**src/rtl/spi_reg_pkg.sv**
```systemverilog
// spi_reg_pkg: shared constants and the frame FSM state type for the SPI
// register bank.
//   CMD_RD_BIT  : command-byte bit that selects read (1) or write (0)
//   ADDR_W      : width of the auto-incrementing register address
//   SYNC_STAGES : flop count of each pin synchroniser
//   state_e     : frame FSM states
package spi_reg_pkg;

  localparam int CMD_RD_BIT  = 7;
  localparam int ADDR_W      = 7;
  localparam int SYNC_STAGES = 2;

  typedef enum logic [1:0] {
    IDLE = 2'd0,
    CMD  = 2'd1,
    WR   = 2'd2,
    RD   = 2'd3
  } state_e;

endpackage

```
**src/rtl/spi_byte_shifter.sv**
```systemverilog
// spi_byte_shifter: pin synchronisers, SCLK/CS edge detection, bit counter
// and rx/tx shift registers for an SPI mode-0 slave (MSB first).
// Ports:
//   clk, rst            : system clock, synchronous active-high reset
//   cs_pin, sclk_pin,
//   mosi_pin            : raw asynchronous SPI pins
//   load, tx_byte       : load tx_byte into the tx shifter on this edge
//   miso                : tx shifter MSB (0 outside an active frame)
//   busy                : synchronised CS asserted
//   byte_done, rx_byte  : one-cycle pulse after the 8th SCLK rise; rx_byte
//                         holds the received byte while byte_done is high
//   frame_start         : one-cycle pulse on an accepted CS fall
//   frame_end           : one-cycle pulse on CS rise of an active frame,
//                         aligned so that a final byte_done can coincide
//   frame_err           : one-cycle pulse when a frame ends mid-byte
//
// Handshake: load/tx_byte is a single-cycle request from the parent and is
// accepted unconditionally while a frame is active; there is no back-pressure.
module spi_byte_shifter
  import spi_reg_pkg::*;
(
  input  logic       clk,
  input  logic       rst,
  input  logic       cs_pin,
  input  logic       sclk_pin,
  input  logic       mosi_pin,
  input  logic       load,
  input  logic [7:0] tx_byte,
  output logic       miso,
  output logic       busy,
  output logic       byte_done,
  output logic [7:0] rx_byte,
  output logic       frame_start,
  output logic       frame_end,
  output logic       frame_err
);

  logic [SYNC_STAGES-1:0] cs_sync;
  logic [SYNC_STAGES-1:0] sclk_sync;
  logic [SYNC_STAGES-1:0] mosi_sync;
  logic [SYNC_STAGES-1:0] settle;
  logic                   cs_q;
  logic                   sclk_q;
  logic                   need_idle;
  logic                   armed;
  logic [2:0]             bit_cnt;
  logic [2:0]             cnt_next;
  logic [7:0]             rx_shift;
  logic [7:0]             tx_shift;

  logic cs_s;
  logic sclk_s;
  logic mosi_s;
  logic sclk_rise;
  logic sclk_fall;
  logic cs_fall;
  logic cs_rise;
  logic settled;
  logic accept_fall;

  assign cs_s        = cs_sync[SYNC_STAGES-1];
  assign sclk_s      = sclk_sync[SYNC_STAGES-1];
  assign mosi_s      = mosi_sync[SYNC_STAGES-1];
  assign sclk_rise   = sclk_s & ~sclk_q;
  assign sclk_fall   = ~sclk_s & sclk_q;
  assign cs_fall     = ~cs_s & cs_q;
  assign cs_rise     = cs_s & ~cs_q;
  assign settled     = settle[SYNC_STAGES-1];
  // After reset the CS chain restarts from "deasserted"; a fall seen before
  // the chain has shown a genuine high is a leftover of the interrupted frame.
  assign accept_fall = cs_fall & ~need_idle;
  assign cnt_next    = sclk_rise ? bit_cnt + 3'd1 : bit_cnt;

  assign miso    = tx_shift[7];
  assign busy    = ~cs_s;
  assign rx_byte = rx_shift;

  always_ff @(posedge clk) begin
    if (rst) begin
      cs_sync     <= '1;
      sclk_sync   <= '0;
      mosi_sync   <= '0;
      settle      <= '0;
      cs_q        <= 1'b1;
      sclk_q      <= 1'b0;
      need_idle   <= 1'b1;
      armed       <= 1'b0;
      bit_cnt     <= 3'd0;
      rx_shift    <= 8'h00;
      tx_shift    <= 8'h00;
      byte_done   <= 1'b0;
      frame_start <= 1'b0;
      frame_end   <= 1'b0;
      frame_err   <= 1'b0;
    end else begin
      cs_sync   <= {cs_sync[SYNC_STAGES-2:0], cs_pin};
      sclk_sync <= {sclk_sync[SYNC_STAGES-2:0], sclk_pin};
      mosi_sync <= {mosi_sync[SYNC_STAGES-2:0], mosi_pin};
      settle    <= {settle[SYNC_STAGES-2:0], 1'b1};
      cs_q      <= cs_s;
      sclk_q    <= sclk_s;

      if (settled && cs_s) need_idle <= 1'b0;

      frame_start <= accept_fall;
      frame_end   <= cs_rise & armed;
      // An SCLK rise in the CS-rise cycle still counts, so a byte that
      // completes exactly there is not an error.
      frame_err   <= cs_rise & armed & (cnt_next != 3'd0);
      byte_done   <= armed & sclk_rise & (bit_cnt == 3'd7);

      if (accept_fall)  armed <= 1'b1;
      else if (cs_rise) armed <= 1'b0;

      if (!armed)         bit_cnt <= 3'd0;
      else if (sclk_rise) bit_cnt <= cnt_next;

      if (armed && sclk_rise) rx_shift <= {rx_shift[6:0], mosi_s};

      // The fall right after a byte boundary is not shifted: the freshly
      // loaded MSB must stay on MISO for the next byte's first rise.
      if (!armed)                            tx_shift <= 8'h00;
      else if (load)                         tx_shift <= tx_byte;
      else if (sclk_fall && bit_cnt != 3'd0) tx_shift <= {tx_shift[6:0], 1'b0};
    end
  end

endmodule

```
**src/rtl/spi_reg_bank.sv**
```systemverilog
// spi_reg_bank: SPI-slave register bank. A command byte (bit7 read/write,
// bits6:0 start address) is followed by auto-incrementing data bytes.
// Writes update N_WR control registers with one-cycle strobes; reads return
// a snapshot of the N_RD status bytes taken at the end of the command byte.
// Ports:
//   CLK, RST          : system clock (>= 8x SCLK), synchronous active-high reset
//   CS, SCLK, MOSI    : asynchronous SPI pins (mode 0, MSB first)
//   MISO              : SPI data out, 0 while CS is high
//   WR_DATA / WR_STB  : register i at [8i+7:8i], one-cycle strobe on write
//   RD_DATA           : status byte j at [8j+7:8j]
//   BUSY              : synchronised CS asserted
//   FRAME_ERR         : one-cycle pulse when a frame ends with a partial byte
//   DBG_STATE         : current frame FSM state (state_e encoding)
module spi_reg_bank
  import spi_reg_pkg::*;
#(
  parameter int N_WR = 6,
  parameter int N_RD = 4
) (
  input  logic              CLK,
  input  logic              RST,
  input  logic              CS,
  input  logic              SCLK,
  input  logic              MOSI,
  output logic              MISO,
  output logic [8*N_WR-1:0] WR_DATA,
  output logic [N_WR-1:0]   WR_STB,
  input  logic [8*N_RD-1:0] RD_DATA,
  output logic              BUSY,
  output logic              FRAME_ERR,
  output logic [1:0]        DBG_STATE
);

  state_e            state;
  state_e            state_nxt;
  logic [ADDR_W-1:0] addr;
  logic [ADDR_W-1:0] rd_addr;
  logic [7:0]        wr_q [N_WR];
  logic [7:0]        snap [N_RD];
  logic              byte_done;
  logic [7:0]        rx_byte;
  logic              frame_start;
  logic              frame_end;
  logic              load;
  logic [7:0]        tx_byte;
  logic              cmd_rd;
  logic [ADDR_W-1:0] cmd_addr;
  logic              wr_en;

  assign cmd_rd    = rx_byte[CMD_RD_BIT];
  assign cmd_addr  = rx_byte[ADDR_W-1:0];
  assign wr_en     = (state == WR) && byte_done && (int'(addr) < N_WR);
  assign DBG_STATE = state;

  spi_byte_shifter u_shifter (
    .clk         (CLK),
    .rst         (RST),
    .cs_pin      (CS),
    .sclk_pin    (SCLK),
    .mosi_pin    (MOSI),
    .load        (load),
    .tx_byte     (tx_byte),
    .miso        (MISO),
    .busy        (BUSY),
    .byte_done   (byte_done),
    .rx_byte     (rx_byte),
    .frame_start (frame_start),
    .frame_end   (frame_end),
    .frame_err   (FRAME_ERR)
  );

  // Next-state and shifter-load decode. rd_addr is the address whose status
  // byte is handed to the shifter when load is raised.
  always_comb begin
    state_nxt = state;
    load      = 1'b0;
    rd_addr   = ADDR_W'(addr + 1'b1);
    case (state)
      IDLE: if (frame_start) state_nxt = CMD;
      CMD: begin
        if (byte_done) begin
          state_nxt = cmd_rd ? RD : WR;
          load      = cmd_rd;
          rd_addr   = cmd_addr;
        end
      end
      WR: ;
      RD: if (byte_done) load = 1'b1;
      default: state_nxt = IDLE;
    endcase
    // A byte completing together with CS rise is still processed above.
    if (frame_end) state_nxt = IDLE;
  end

  // The first read byte comes straight from RD_DATA because the snapshot is
  // captured on that same edge; later bytes come from the snapshot.
  always_comb begin
    tx_byte = 8'h00;
    for (int j = 0; j < N_RD; j++) begin
      if (rd_addr == ADDR_W'(j)) tx_byte = (state == CMD) ? RD_DATA[8*j +: 8] : snap[j];
    end
  end

  always_ff @(posedge CLK) begin
    if (RST) begin
      state  <= IDLE;
      addr   <= '0;
      WR_STB <= '0;
      for (int i = 0; i < N_WR; i++) wr_q[i] <= 8'h00;
      for (int j = 0; j < N_RD; j++) snap[j] <= 8'h00;
    end else begin
      state  <= state_nxt;
      WR_STB <= '0;

      if (state == CMD && byte_done)                      addr <= cmd_addr;
      else if ((state == WR || state == RD) && byte_done) addr <= ADDR_W'(addr + 1'b1);

      for (int i = 0; i < N_WR; i++) begin
        if (wr_en && addr == ADDR_W'(i)) begin
          wr_q[i]   <= rx_byte;
          WR_STB[i] <= 1'b1;
        end
      end

      if (state == CMD && byte_done && cmd_rd) begin
        for (int j = 0; j < N_RD; j++) snap[j] <= RD_DATA[8*j +: 8];
      end
    end
  end

  for (genvar g = 0; g < N_WR; g++) begin : g_wr_out
    assign WR_DATA[8*g +: 8] = wr_q[g];
  end

endmodule
```
**config.mk**
```make
export PLATFORM = sky130hd
export DESIGN_NAME = spi_reg_bank
export DESIGN_NICKNAME = d
export VERILOG_FILES = /design/src/rtl/spi_reg_pkg.sv /design/src/rtl/spi_byte_shifter.sv /design/src/rtl/spi_reg_bank.sv
export SDC_FILE = /design/constraint.sdc
export NUM_CORES = 1
export LEC_CHECK = 0
export CORE_UTILIZATION = 58
export CTS_CLUSTER_SIZE = 20
export DETAILED_ROUTE_END_ITERATION = 12
export PLACE_DENSITY = 0.85
export SYNTH_ARGS = -nofsm -noshare
export SYNTH_HDL_FRONTEND = slang
export SYNTH_HIERARCHICAL = 1
export SYNTH_SLANG_ARGS = --single-unit
```
**constraint.sdc**
```tcl
create_clock -name CLK -period 5.7 [get_ports CLK]
set_input_delay 1.14 -clock CLK [delete_from_list [all_inputs] [get_ports CLK]]
set_output_delay 1.14 -clock CLK [all_outputs]
set_load 0.03 [all_outputs]
```
### After elaboration in Yosys (flattened, before gate mapping)

Memories as Yosys holds them, arrays and structs flattened.
Cells that the tools add are included.

| storage, ports and cells | value |
|---|---|
| register bits after elaboration | 50 |
| RAM bits | 80 |
| input bits | 37 |
| logic and storage cells | 148 |
| memories kept | 2 |

| cells by class | value |
|---|---|
| add/subtract/negate cells | 2 |
| magnitude comparators | 1 |
| equality and inequality tests | 14 |
| mux-type cells | 58 |
| bitwise operators | 25 |
| reduce and logical (&&, ||, !) cells | 27 |

Memories:

| name | depth | width | read ports | clocked after Yosys merged registers in | write ports | line | source |
|---|---|---|---|---|---|---|---|
| wr_q | 6 | 8 | 6 | 0 | 6 | spi_reg_bank.sv:38 | `logic [7:0] wr_q [N_WR];` |
| snap | 4 | 8 | 4 | 0 | 4 | spi_reg_bank.sv:39 | `logic [7:0] snap [N_RD];` |

Operators with widths:

| kind | count |
|---|---|
| $mux W8 | 20 |
| $mux W1 | 29 |
| $eq A7 B2 Y1 const B | 4 |
| $mux W7 | 4 |
| $eq A7 B1 Y1 const B | 2 |
| $eq A7 B3 Y1 const B | 2 |
| $logic_and A1 B1 Y1 | 14 |
| $logic_not A7 Y1 | 2 |
| $or A1 B1 Y1 | 10 |
| $and A1 B1 Y1 | 9 |
| $reduce_bool A2 Y1 | 4 |
| $add A7 B1 Y7 const B | 1 |
| $lt A7 B3 Y1 const B | 1 |
| $not A1 Y1 | 6 |
| $reduce_bool A3 Y1 | 2 |
| $eq A2 B2 Y1 const B | 2 |
| $mux W2 | 2 |
| $ne A2 B1 Y1 const B | 2 |
| $pmux W2 S2 | 1 |
| $reduce_or A2 Y1 | 2 |
| $add A3 B1 Y3 const B | 1 |
| $eq A3 B3 Y1 const B | 1 |
| $mux W3 | 1 |
| $reduce_and A3 Y1 | 1 |
| 4 further kinds | 4 |

### Longest topological paths before layout

Gate-level depths: netlist of run 1.

| logic depth | value |
|---|---|
| word-level depth | 9 |
| gate-level depth with buffers | 9 |

### Modules after synthesis

Netlist of run 1, hierarchy kept.

Modules (own cells, without submodules):

| module | instances | cells an instance | area an instance (µm²) | seq. area each (µm²) |
|---|---|---|---|---|
| spi_reg_bank | 1 | 376 | 4630.7 | 2702.6 |
| spi_byte_shifter | 1 | 143 | 1315.0 | 700.7 |

### Least setup slack after synthesis of run 1

No wires, ideal clock.

| timing path | value |
|---|---|
| kind | input to register |
| start | input port RST |
| end | memory snap[0][0] (enable) |
| arrival | 2227 ps |
| data required time | 5306 ps |
| path slack | 3079 ps |
| stages on the path | 2 |
| buffers on the path | 1 |
| path through | buf_2 nand2b_1 |

RTL lines:

| item | line | source |
|---|---|---|
| from (decl) | spi_reg_bank.sv:21 | `input logic RST,` |
| to (decl) | spi_reg_bank.sv:39 |  |

### Final worst setup path of run 1

| timing path | value |
|---|---|
| start | register addr[0] |
| end | register u_shifter.tx_shift[7] |

| between the ends | value |
|---|---|
| longest elaborated chain between the ends | 9 |
| elaborated cells between the ends (all ways) | 12 |
| those cells by class | add/sub: 1; eq/ne: 3; mux: 7; reduce/logical: 1 |

Ends and longest elaborated chain:

| item | line | source |
|---|---|---|
| from (decl) | spi_reg_bank.sv:36 | `logic [ADDR_W-1:0] addr;` |
| from (signal assigned) | spi_reg_bank.sv:115 | `if (state == CMD && byte_done) addr <= cmd_addr;` |
| from (signal assigned) | spi_reg_bank.sv:116 | `else if ((state == WR \|\| state == RD) && byte_done) addr <= ADDR_W'(addr + 1'b1);` |
| $add A7 B1 Y7 (*) | spi_reg_bank.sv:77 | `rd_addr = ADDR_W'(addr + 1'b1);` |
| $mux W7 | spi_reg_bank.sv:81 | `if (byte_done) begin` |
| $mux W7 (*) | spi_reg_bank.sv:78 | `case (state)` |
| $logic_not A7 Y1 | spi_reg_bank.sv:100 | `if (rd_addr == ADDR_W'(j)) tx_byte = (state == CMD) ? RD_DATA[8*j +: 8] : snap[j];` |
| $mux W8 (3 in series) | spi_reg_bank.sv:100 |  |
| $mux W8 (*) | spi_reg_bank.sv:100 |  |
| net tx_byte[7] | spi_reg_bank.sv:45 | `logic [7:0] tx_byte;` |
| $mux W8 (*) | spi_byte_shifter.sv:123 | `else if (load) tx_shift <= tx_byte;` |
| to (signal assigned) | spi_byte_shifter.sv:123 |  |
| to (signal assigned) | spi_byte_shifter.sv:124 | `else if (sclk_fall && bit_cnt != 3'd0) tx_shift <= {tx_shift[6:0], 1'b0};` |
| to (decl) | spi_byte_shifter.sv:49 | `logic [7:0] tx_shift;` |

The timed path passes the listed nets; every way through them passes the cells marked *.
A chain may end at the register's enable or synchronous reset.

==> run_results.csv, run 1 <==
group,metric,value,unit
yosys,ys_async_sr_fraction,0,%
power,leakage,0.00270,uW
layout,antenna_cells,0,
floorplanning,core-area,9860,sq um
floorplanning,num_io_pins,96,
yosys,synth_cell_types,59,
layout,area_growth_syn_to_layout,25.5,%
global_route,grt_max_degree,33,
route,wirelength,12200,microns
timing,maxSlewViolCount,0,
global_route,grt_first_pass_wirelength,19500,microns
placed_design,gp_congestion,0.835,
layout,fin_area,7460,sq um
timing,finalClockSkew,0.0105,ns
floorplanning,start_util,60.3,%
clock_network,cts_tree,"done",
power,ir_worst_vdd,159,uV
timing,tightest_slew,1.04,ns
layout,n_fill_cell,604,
route,wire_per_inst,16.2,microns
timing,relSlewSlack,30.3,%
clock_network,postCtsSetupRepairBufs,0,
clock_network,ctsResizeCount,0,
critical_path,worstPathRequired,6.14,ns
layout,layout_commonest_cell,"clkdlybuf4s50_1",
layout,layout-drive-gt1-share,9.58,%
power,powerDensity,297,nW/um^2
floorplanning,die_y,103,microns
global_route,grt_pass1_vias,3981,
yosys,ys_ff_latch,130,
critical_path,worstPathArrival,3.58,ns
yosys,synth_area_per_cell,11.5,sq um
yosys,yosysWarnings,6,
clock_network,cts_root_buf,"clkbuf_8",
critical_path,crit_path_start_kind,"flip-flop",
critical_path,crit_type,"flip-flop to flip-flop",
timing,fin_crit_sh,55.1,%
timing,fin_crit,3.14,ns
yosys,synth_cells,519,
placed_design,port_buffers,95,
yosys,synth-edff-count,80,
hold_path,hp-class,"flip-flop to flip-flop",
placed_design,place_area,6890,sq um
yosys,netlist_area,5950,sq um
timing,hold_ws,0.435,ns
route,ant_nets,0,
route,vias,4236,
timing,finalSetupViolCount,0,
clock_network,worstSkewPairLatency,0.53,ns
run,maxCapViolCount,0,
route,dr.pass1.iters,5,
floorplanning,rows,36,
clock_network,cts.reportedPaths.clkPinSlew,0.06,ns
floorplanning,fp.dieW,103,microns
route,drt_iter0_drc,351,
clock_network,hold_buffers,0,
timing,final_hold_viol_count,0,
global_route,antenna_found_initial,0,
timing,tns,0,ns
global_route,overflow,0,
critical_path,worstPathMaxFanout,16,
floorplanning,dieArea,10700,sq um
yosys,syn_nets,563,
critical_path,end_kind,"flip-flop",
timing,fmax,0.318,GHz
clock_network,numCtsBuffers,17,
route,drc,0,
clock_network,clockBufferDepth,2,
layout,final_cell_mix,"clkdlybuf4s50_1, and2_1, edfxtp_1",
global_route,grtUsageTotal,24.6,%
timing,rsz0062_at_grt,"false",
placed_design,dp_hpwl,8180,microns
run_status,status,"finished, final reports clean",
clock_network,cts_num_sinks,130,
layout,nNetsFinal,647,
clock_network,cts_htree_levels,4,
route,via_per_inst,5.66,
yosys,synth-main-ff-cell,"edfxtp_1",
yosys,synth_seq_area_share,57.2,%
## per-layer routing
metal,up-vias,GRT usage (%),share of wire (%)
met5,-,0,0
met4,0,10.1,1.8
met3,20,5.38,5.5
met2,177,43.2,52
met1,2013,29.6,41
li1,2026,-,-
## cells by family after synthesis
family,after synthesis,share of synthesized area [%]
AND/OR/NAND/NOR,237,22.9
flip-flops,130,57.2
AO/OA/AOI/OAI,82,10.3
buffers and inverters,39,3.68
multiplexers,20,3.83
adder cells (fa/ha/maj),7,1.47
XOR/XNOR,4,0.589
## final timing paths
check | from | end | slack [ns] | cells after the start
worst max-delay path | addr[0]$_SDFFE_PP0P_ | u_shifter/tx_shift[7]$_SDFFE_PP0P_ | 2.56 | 8
worst min-delay path | u_shifter/frame_end$_SDFF_PP0_ | DBG_STATE[1]$_SDFFE_PP0P_ | 0.44 | 1
worst max register to register | addr[0]$_SDFFE_PP0P_ | u_shifter/tx_shift[7]$_SDFFE_PP0P_ | 2.56 | 8
worst min register to register | u_shifter/frame_end$_SDFF_PP0_ | DBG_STATE[1]$_SDFFE_PP0P_ | 0.44 | 1
## critical path, stage by stage (launching register included)
cell and delay (ns):
dfxtp_1 0.84, inv_2 0.19, ha_1 0.49, o32ai_2 0.59, a22oi_1 0.13, o221ai_1 0.27, and3_1 0.22, o21ai_0 0.09
a211oi_1 0.23
## Yosys cell counts, drive strengths merged (3+ instances only)
cell | number | share of area, %
a32oi | 8 | 1.2
o21ai | 14 | 1.2
clkbuf | 9 | 0.63
nand3 | 17 | 1.4
nand2 | 52 | 3.5
dfxtp | 50 | 17
o221ai | 6 | 0.88
o21bai | 4 | 0.51
inv | 7 | 0.44
nand2b | 9 | 1.1
a21oi | 15 | 1.3
and3 | 9 | 0.95
a22oi | 11 | 1.4
o21a | 3 | 0.38
a211oi | 9 | 1.3
or3 | 3 | 0.32
nor4 | 8 | 0.84
buf | 23 | 2.6
nor2 | 29 | 1.9
or2 | 4 | 0.42
mux2i | 18 | 3.5
ha | 7 | 1.5
nor2b | 11 | 1.2
nand3b | 3 | 0.59
nor3 | 7 | 1.4
edfxtp | 80 | 40
and2 | 80 | 8.4
## layout make-up
class / count / area, sq um / share of cell area [%]
timing repair buffer: 97 / 966 / 12.9
sequential: 130 / 3400 / 45.6
tap: 133 / 166 / 2.23
multi-input combinational: 350 / 2320 / 31.1
clock buffer: 17 / 414 / 5.55
clock inverter: 15 / 160 / 2.15
inverter: 7 / 26.3 / 0.352
## sequential cells by signal, indices dropped and copies added (netlist names)
signal                 flops
u_shifter/cs_sync          2
u_shifter/sclk_q           1
u_shifter/byte_done        1
u_shifter/armed            1
DBG_STATE                  2
u_shifter/rx_byte          8
u_shifter/mosi_sync        2
u_shifter/cs_q             1
u_shifter/tx_shift         8
wr_q                      48
WR_STB                     6
u_shifter/frame_end        1
u_shifter/frame_err        1
u_shifter/settle           2
u_shifter/need_idle        1
u_shifter/bit_cnt          3
u_shifter/frame_start      1
u_shifter/sclk_sync        2
snap                      32
addr                       7
## power breakdown
part,internal [uW],total (uW),switching (uW)
Sequential,1030,1040,10.1
Combinational,64.4,141,76.9
Clock,626,1040,410
## metrics by stage
stage	worst slack [ns]	power (uW)	utilization, %	instances
3_3_place_gp	2.54	1190	69.8	717
2_1_floorplan	3.08	1120	-	519
6_report	2.56	2210	75.6	749
3_5_place_dp	2.47	1200	69.8	717
4_1_cts	2.61	2220	75.6	749
5_1_grt	2.28	2280	75.6	749
(Power assumes the default switching activity.)
==> inputs of run 2 (changes only) <==
CORE_UTILIZATION = 48   (was 58)
PLACE_DENSITY = 0.75   (was 0.85)
clock period = 2.6 ns   (was 5.7 ns; I/O delays follow)
==> run_results.csv, run 2 (synthesized netlist as in run 1, its figures left out) <==
group,metric,value,unit
clock_network,clockBufferDepth,2,
layout,largestRegisters,"wr_q (48), snap (32)",
power,p_int,3900,uW
clock_network,cts_htree_levels,4,
power,powerDensity,649,nW/um^2
timing,fin_crit,2.39,ns
route,drt_iter0_drc,265,
timing,finalSetupViolCount,0,
critical_path,crit_type,"flip-flop to flip-flop",
global_route,grt_first_pass_wirelength,21700,microns
layout,area_growth_syn_to_layout,29.1,%
route,wire_per_inst,16.4,microns
critical_path,worstPathMaxFanout,12,
layout,final_cell_mix,"clkdlybuf4s50_1, and2_1, edfxtp_1",
global_route,grt_pass1_vias,4322,
timing,tightest_slew,0.969,ns
clock_network,cts.reportedPaths.clkPinSlew,0.06,ns
critical_path,crit_path_start_kind,"flip-flop",
power,pwr-share-seq,45.5,%
power,clock_power_share,47.9,%
timing,finalClockSkew,0.00856,ns
clock_network,cts_tree,"done",
run_status,status,"finished, final reports clean",
hold_path,hp-class,"flip-flop to flip-flop",
placed_design,port_buffers,95,
layout,layout-drive-gt1-share,12.1,%
run,maxCapViolCount,0,
floorplanning,fp.dieW,113,microns
layout,nNetsFinal,666,
clock_network,postCtsSetupRepairBufs,0,
global_route,overflow,0,
critical_path,cpPeakStageDelay,0.65,ns
clock_network,worstSkewPairLatency,0.42,ns
floorplanning,core-area,12100,sq um
layout,regMostFlops,"wr_q",
power,leakage,0.00281,uW
timing,relSlewSlack,35.3,%
critical_path,worstPathRequired,2.94,ns
critical_path,cpMaxStageDelayCell,"dfxtp_1",
clock_network,numCtsBuffers,17,
layout,fin_area,7680,sq um
power,ir_worst_vdd,305,uV
floorplanning,die_y,113,microns
layout,layout_commonest_cell,"clkdlybuf4s50_1",
power,power.switching,1080,uW
route,drc,0,
layout,antenna_cells,0,
critical_path,cpLargestDelayFamily,"compound AO/OA/AOI/OAI gates",
critical_path,cp.buffers_inverters,1,
clock_network,cts_root_buf,"clkbuf_16",
critical_path,path_cells,"and3b_1, buf_4, nand3_1, o21ai_2, a21boi_0, o21a_1, o21ai_0, a211oi_1",
layout,largest_register_ffs,48,
placed_design,gp_congestion,0.889,
route,wirelength,13200,microns
timing,final_hold_viol_count,0,
route,dr.pass1.iters,5,
route,ant_nets,0,
route,via_per_inst,5.40,
placed_design,place_area,7080,sq um
floorplanning,start_util,49.3,%
floorplanning,rows,40,
power,sw_frac_of_total,21.8,%
global_route,antenna_found_initial,0,
global_route,grtUsageTotal,22.3,%
timing,maxSlewViolCount,0,
floorplanning,dieArea,12800,sq um
timing,fmax,0.419,GHz
power,pwr-share-comb,6.5,%
global_route,grt_max_degree,33,
layout,n_fill_cell,949,
timing,rsz0062_at_grt,"false",
critical_path,end_kind,"flip-flop",
timing,tns,0,ns
timing,fin_crit_sh,91.8,%
floorplanning,num_io_pins,96,
critical_path,worstPathArrival,2.72,ns
clock_network,cts_num_sinks,130,
placed_design,dp_hpwl,9400,microns
route,vias,4338,
## run 2: power groups by stage
stage / clock (uW) / combinational [uW] / sequential (uW)
floorplan: 0 / 72.4 / 2390
global placement: 0 / 322 / 2310
detailed placement: 0 / 326 / 2310
CTS: 2420 / 327 / 2270
global route: 2520 / 343 / 2280
finish: 2390 / 325 / 2270
## run 2: path summary, 6_finish.rpt
path,from,to,slack (ns),cells past startpoint
hold reg to reg,u_shifter/cs_sync[0]$_SDFF_PP1_,u_shifter/cs_sync[1]$_SDFF_PP1_,0.42,1
hold / removal,u_shifter/cs_sync[0]$_SDFF_PP1_,u_shifter/cs_sync[1]$_SDFF_PP1_,0.42,1
setup / recovery,u_shifter/byte_done$_SDFF_PP0_,u_shifter/tx_shift[5]$_SDFFE_PP0P_,0.21,8
setup reg to reg,u_shifter/byte_done$_SDFF_PP0_,u_shifter/tx_shift[5]$_SDFFE_PP0P_,0.21,8
## run 2: per-layer routing
metal	global-route usage [%]	wire length [microns]	share of wire, %	vias up
met4	9.12	267	2.0	0
met1	25.6	5400	41	2100
li1	-	-	-	2064
met2	39.6	6780	51	151
met5	0	0	0	-
met3	5.84	761	5.8	23
## run 2: layout make-up
class | instances | area (sq um) | share of cell area (%)
Multi-Input combinational cell | 350 | 2320 | 30.3
Tap cell | 168 | 210 | 2.74
Clock buffer | 18 | 429 | 5.59
Inverter | 7 | 26.3 | 0.342
Clock inverter | 14 | 164 | 2.13
Timing Repair Buffer | 116 | 1120 | 14.6
Sequential cell | 130 | 3400 | 44.3
## run 2: metrics by stage
step / power (uW) / worst slack (ns) / hold WS, ns / cells / utilization [%]
CTS: 5020 / 0.204 / 0.416 / 803 / 63.7
finish: 4980 / 0.213 / 0.417 / 803 / 63.7
floorplan: 2460 / 0.391 / 0.383 / 519 / -
global route: 5140 / 0.0512 / 0.433 / 803 / 63.7
detailed placement: 2640 / 0.211 / 0.391 / 771 / 58.7
global placement: 2630 / 0.288 / 0.397 / 771 / 58.7
## run 2: what timing repair did
| action | 4_1_cts | 5_1_grt |
|---|---|---|
| setup endpoints to repair | 0 | 2 |
| hold endpoints to repair | 0 | 0 |
| hold buffers | 0 | 0 |
| resized for setup | 0 | 1 |
